--- src/rtl/jzjpcc_pc_sequencer.sv ---
// Fetch-stage PC sequencer: hold / sequential / redirect selection, wrong-path squash,
// and BOOT/RUN/HALT control. Define JZJPCC_PC_SEQ_CT_COUNTER_EN to build the taken-transfer counter.
module jzjpcc_pc_sequencer #(
  parameter int unsigned PC_MAX_B = 31,
  parameter logic [31:0] RESET_PC = 32'h0
) (
  input  logic                clock,
  input  logic                reset,
  input  logic                stall,
  input  logic                pcCTWriteEnable,
  input  logic [PC_MAX_B:2]   controlTransferNewPC,
  input  logic                halt_request,
  input  logic                resume,
  output logic [PC_MAX_B:2]   pc_fetch,
  output logic                fetch_valid,
  output logic                halted,
  output logic [31:0]         ct_count
);

  localparam logic [1:0] ST_BOOT = 2'd0;
  localparam logic [1:0] ST_RUN  = 2'd1;
  localparam logic [1:0] ST_HALT = 2'd2;

  localparam logic [PC_MAX_B:2] RESET_WORD = RESET_PC[PC_MAX_B:2];
  localparam logic [PC_MAX_B:2] PC_ONE     = {{(PC_MAX_B-2){1'b0}}, 1'b1};

  logic [1:0]          state_q, state_d;
  logic [PC_MAX_B:2]   pc_q, pc_d;
  logic                fetch_valid_q, fetch_valid_d;
  logic                halted_q, halted_d;
  logic                ct_inc;

  always_comb begin
    state_d       = state_q;
    pc_d          = pc_q;
    fetch_valid_d = fetch_valid_q;
    halted_d      = halted_q;
    ct_inc        = 1'b0;
    case (state_q)
      ST_BOOT: begin
        fetch_valid_d = 1'b1;
        state_d       = ST_RUN;
      end
      ST_RUN: begin
        // halt beats stall beats redirect; a stalled redirect is re-presented later
        if (halt_request) begin
          fetch_valid_d = 1'b0;
          halted_d      = 1'b1;
          state_d       = ST_HALT;
        end else if (stall) begin
          pc_d = pc_q;
        end else if (pcCTWriteEnable) begin
          pc_d          = controlTransferNewPC;
          fetch_valid_d = 1'b0;
          ct_inc        = 1'b1;
        end else begin
          pc_d          = pc_q + PC_ONE;
          fetch_valid_d = 1'b1;
        end
      end
      ST_HALT: begin
        fetch_valid_d = 1'b0;
        halted_d      = 1'b1;
        if (resume) begin
          fetch_valid_d = 1'b1;
          halted_d      = 1'b0;
          state_d       = ST_RUN;
        end
      end
      default: begin
        fetch_valid_d = 1'b0;
        halted_d      = 1'b0;
        state_d       = ST_BOOT;
      end
    endcase
  end

  always_ff @(posedge clock or negedge reset) begin
    if (!reset) begin
      state_q       <= ST_BOOT;
      pc_q          <= RESET_WORD;
      fetch_valid_q <= 1'b0;
      halted_q      <= 1'b0;
    end else begin
      state_q       <= state_d;
      pc_q          <= pc_d;
      fetch_valid_q <= fetch_valid_d;
      halted_q      <= halted_d;
    end
  end

`ifdef JZJPCC_PC_SEQ_CT_COUNTER_EN
  logic [31:0] ct_count_q, ct_count_d;

  always_comb begin
    ct_count_d = ct_count_q;
    if (ct_inc) ct_count_d = ct_count_q + 32'd1;
  end

  always_ff @(posedge clock or negedge reset) begin
    if (!reset) ct_count_q <= '0;
    else        ct_count_q <= ct_count_d;
  end

  assign ct_count = ct_count_q;
`else
  logic ct_inc_unused;
  assign ct_inc_unused = ct_inc;
  assign ct_count      = '0;
`endif

  assign pc_fetch    = pc_q;
  assign fetch_valid = fetch_valid_q;
  assign halted      = halted_q;

endmodule

--- config.mk ---
export PLATFORM = sky130hd
export DESIGN_NAME = jzjpcc_pc_sequencer
export DESIGN_NICKNAME = d
export VERILOG_FILES = /design/src/rtl/jzjpcc_pc_sequencer.sv
export SDC_FILE = /design/constraint.sdc
export NUM_CORES = 1
export LEC_CHECK = 0
export CORE_ASPECT_RATIO = 1.4
export CORE_MARGIN = 2
export CORE_UTILIZATION = 44
export DETAILED_ROUTE_END_ITERATION = 6
export GPL_TIMING_DRIVEN = 0
export PLACE_DENSITY = 0.81
export SYNTH_ARGS = -nofsm -noshare
export SYNTH_HDL_FRONTEND = slang
export SYNTH_SLANG_ARGS = --single-unit
--- constraint.sdc ---
create_clock -name clock -period 2.41 [get_ports clock]
set_input_delay 0.3615 -clock clock [delete_from_list [all_inputs] [get_ports clock]]
set_output_delay 0.3615 -clock clock [all_outputs]
set_load 0.02 [all_outputs]
==> results.json <==
{
  "synth_ff_type": "dfrtp_1",
  "dr.pass1.iters": 4,
  "vias_per_cell": 5.48,
  "cts_resized": 0,
  "top_layer": "met4",
  "grt_pass1_vias": 2403,
  "final_util_pct": 62.6,
  "start_util_pct": 45.3,
  "synth_fa_ha_area_share_pct": 2.52,
  "synthMuxAreaShare_pct": 4.43,
  "num_rows": 32,
  "die_h_um": 92.9,
  "io_pins": 100,
  "met3WireLength_um": 494,
  "cts_hold_buf": 0,
  "tritoncts": "done",
  "r2r-end": "pc_fetch[19]$_DFFE_PN0P_",
  "root_buffer": "clkbuf_8",
  "clockBufferDepth": 2,
  "synth.largest_area_cell": "dfrtp_1",
  "die_w_um": 67.5,
  "critPathCaptureType": "flop",
  "synth_area_leaders": "dfrtp_1, buf_4, o22ai_1, a21oi_1, mux2i_1",
  "r2r_start": "state_q[1]$_DFFE_PN0P_",
  "hold_viol": 0,
  "synthTopCellsByCount": "dfrtp_1, buf_4, a21oi_1",
  "final_max_slew_viol_count": 0,
  "gp_congestion": 0.871,
  "synth_edf_count": 0,
  "drc": 0,
  "port_buffers": 67,
  "whs_ns": 0.152,
  "cts_setup_buffers": 0,
  "cp-startpoint": "stall",
  "reg2reg_depth": 7,
  "grt_max_degree": 35,
  "cp.required_ns": 2.62,
  "clkTransAtPathRegs_ns": 0.07,
  "num_vias": 2555,
  "ys_types": 52,
  "drive_above_1_share_pct": 12.6,
  "fin_nets": 439,
  "setup_viol": 0,
  "slew_headroom_pct": 48.1,
  "grtUsageTotal_pct": 22.4,
  "holdCritPathClass": "in -> async",
  "clock_sinks": 34,
  "synthArstFlopShare_pct": 100,
  "start_kind": "primary input",
  "r2r_slack_ns": 0.16,
  "synth_most_common_cell": "dfrtp_1",
  "antenna_left": 0,
  "syn_inst": 293,
  "synth_area_um2": 2480,
  "synth_top_family_by_area": "simple AND/OR/NAND/NOR gates",
  "drt_iter0_markers": 128,
  "synth_seq_cells": 34,
  "finalCritPeriodShare_pct": 93.6,
  "rsz0062_at_grt": "no",
  "antenna_cells": 0,
  "postRouteWirelength_um": 6760,
  "synth_xor_area_share_pct": 0,
  "worstPathArrival_ns": 2.46,
  "synth_simple_gate_area_share_pct": 23.4,
  "ir_worst_vdd_v": 0.000547,
  "insertion_delay_ns": 0.29,
  "wl_met1_um": 2570,
  "met2_length_um": 3550,
  "core_um2": 5490,
  "cts_made_buffers": 5,
  "cellPowerDensity_nw_per_um2": 779,
  "cts_htree_levels": 2,
  "synth_compound_area_share_pct": 22.0,
  "grt_remaining_overflow": 0,
  "ys_seq_area_share_pct": 34.2,
  "critPathMaxFanout": 10,
  "maxCapViolCount": 0,
  "place_hpwl_um": 5080,
  "fin_cells": 466,
  "fin_crit_ns": 2.26,
  "die_area_um2": 6270,
  "p_leak_nw": 1.44,
  "p_total_mw": 2.67,
  "setup_slack_ns": 0.154,
  "antenna_found_initial": 0,
  "dp_cells": 459,
  "pre_cts_ws_ns": -0.104,
  "ys_warn_count": 0,
  "wl_per_cell_um": 14.5,
  "max_freq_ghz": 0.443,
  "finClkSkew_ns": 0.00870,
  "worst_pin_slew_ns": 0.779,
  "areaGrowthSynthToFinish_pct": 38.2,
  "status": "complete, no violations",
  "worstSetupPathType": "in -> reg",
  "yosysTopAreaCellShare_pct": 34.2,
  "syn_area_per_cell_um2": 8.48,
  "grt_first_pass_wirelength_um": 10900,
  "crit_path_end": "pc_fetch[19]$_DFFE_PN0P_"
}
per-stage QoR:
stage	cell area [um2]	setup TNS (ns)
after floorplan	2600	0
after global placement	3360	-0.273
after detailed placement	3350	-0.477
after CTS	3430	0
after global routing	3430	0
final	3430	0
worst min path at each step:
stage	end	slack, ns	cells past startpoint
2_1_floorplan	fetch_valid$_DFFE_PN0P_	0.07	0
3_3_place_gp	halted$_DFFE_PN0P_	0.51	2
3_5_place_dp	pc_fetch[20]$_DFFE_PN0P_	0.49	1
4_1_cts	pc_fetch[23]$_DFFE_PN0P_	0.19	1
5_1_grt	pc_fetch[24]$_DFFE_PN0P_	0.22	1
6_report	pc_fetch[23]$_DFFE_PN0P_	0.15	1
worst max-delay path, stage by stage:
cell and delay [ns]:
clkdlybuf4s50_1 0.59, nand4bb_1 0.27, clkbuf_1 0.48, buf_1 0.41, o22ai_1 0.18, a21oi_1 0.16
sequential cells by signal, indices dropped and copies added (netlist names):
| name | flops |
|---|---|
| state_q | 2 |
| pc_fetch | 30 |
| fetch_valid | 1 |
| halted | 1 |
layout by cell type, fill, tap and decap left out, types with 2 or more instances in the layout:
| master | instances |
|---|---|
| or3_1 | 4 |
| clkbuf_8 | 5 |
| ha_1 | 5 |
| nor3_1 | 2 |
| a31oi_1 | 2 |
| nand3_4 | 2 |
| a41oi_1 | 2 |
| and3_1 | 7 |
| nor4_2 | 2 |
| nor3_2 | 3 |
| nor3b_1 | 2 |
| o21ai_1 | 2 |
| nor2b_1 | 2 |
| nor4_1 | 2 |
| conb_1 | 32 |
| nor2_1 | 22 |
| dfrtp_1 | 34 |
| nand4_1 | 9 |
| a21o_1 | 2 |
| buf_4 | 32 |
| inv_1 | 6 |
| a31o_2 | 2 |
| a21oi_1 | 24 |
| a22oi_1 | 4 |
| clkbuf_1 | 15 |
| nand3_1 | 17 |
| clkdlybuf4s50_1 | 66 |
| o21ai_0 | 12 |
| mux2i_1 | 11 |
| a31o_1 | 2 |
| o22ai_1 | 20 |
| nand2_1 | 21 |
| a211oi_1 | 3 |
layout make-up:
class                           count  area (um2)
Buffer                             47         304
Clock buffer                        7        76.3
Fill cell                         503        2050
Inverter                            7        26.3
Multi-Input combinational cell    236        1430
Sequential cell                    34         851
Tap cell                           68        85.1
Timing Repair Buffer               67         666
routing by layer:
| layer | vias to the layer above | GRT usage, % |
|---|---|---|
| met3 | 13 | 4.37 |
| met4 | 0 | 9.86 |
| met2 | 102 | 39.2 |
| met1 | 1200 | 25.4 |
| met5 | - | 0 |
| li1 | 1240 | - |
logic make-up (layout without fill, tap and decap cells):
family / after synthesis / after routing
AOI/OAI and AO/OA: 85 / 85
adders and majority gates: 5 / 5
buffers and inverters: 54 / 128
DFF: 34 / 34
muxes: 11 / 11
other: 1 / 32
and+or+nand+nor: 103 / 103
power by group:
part	switching, mW	internal [mW]	leakage [nW]
clock network	0.205	0.199	0.0383
registers	0.230	0.733	0.433
logic	0.672	0.636	0.969
Note: power is estimated with default switching activity, not from simulation.
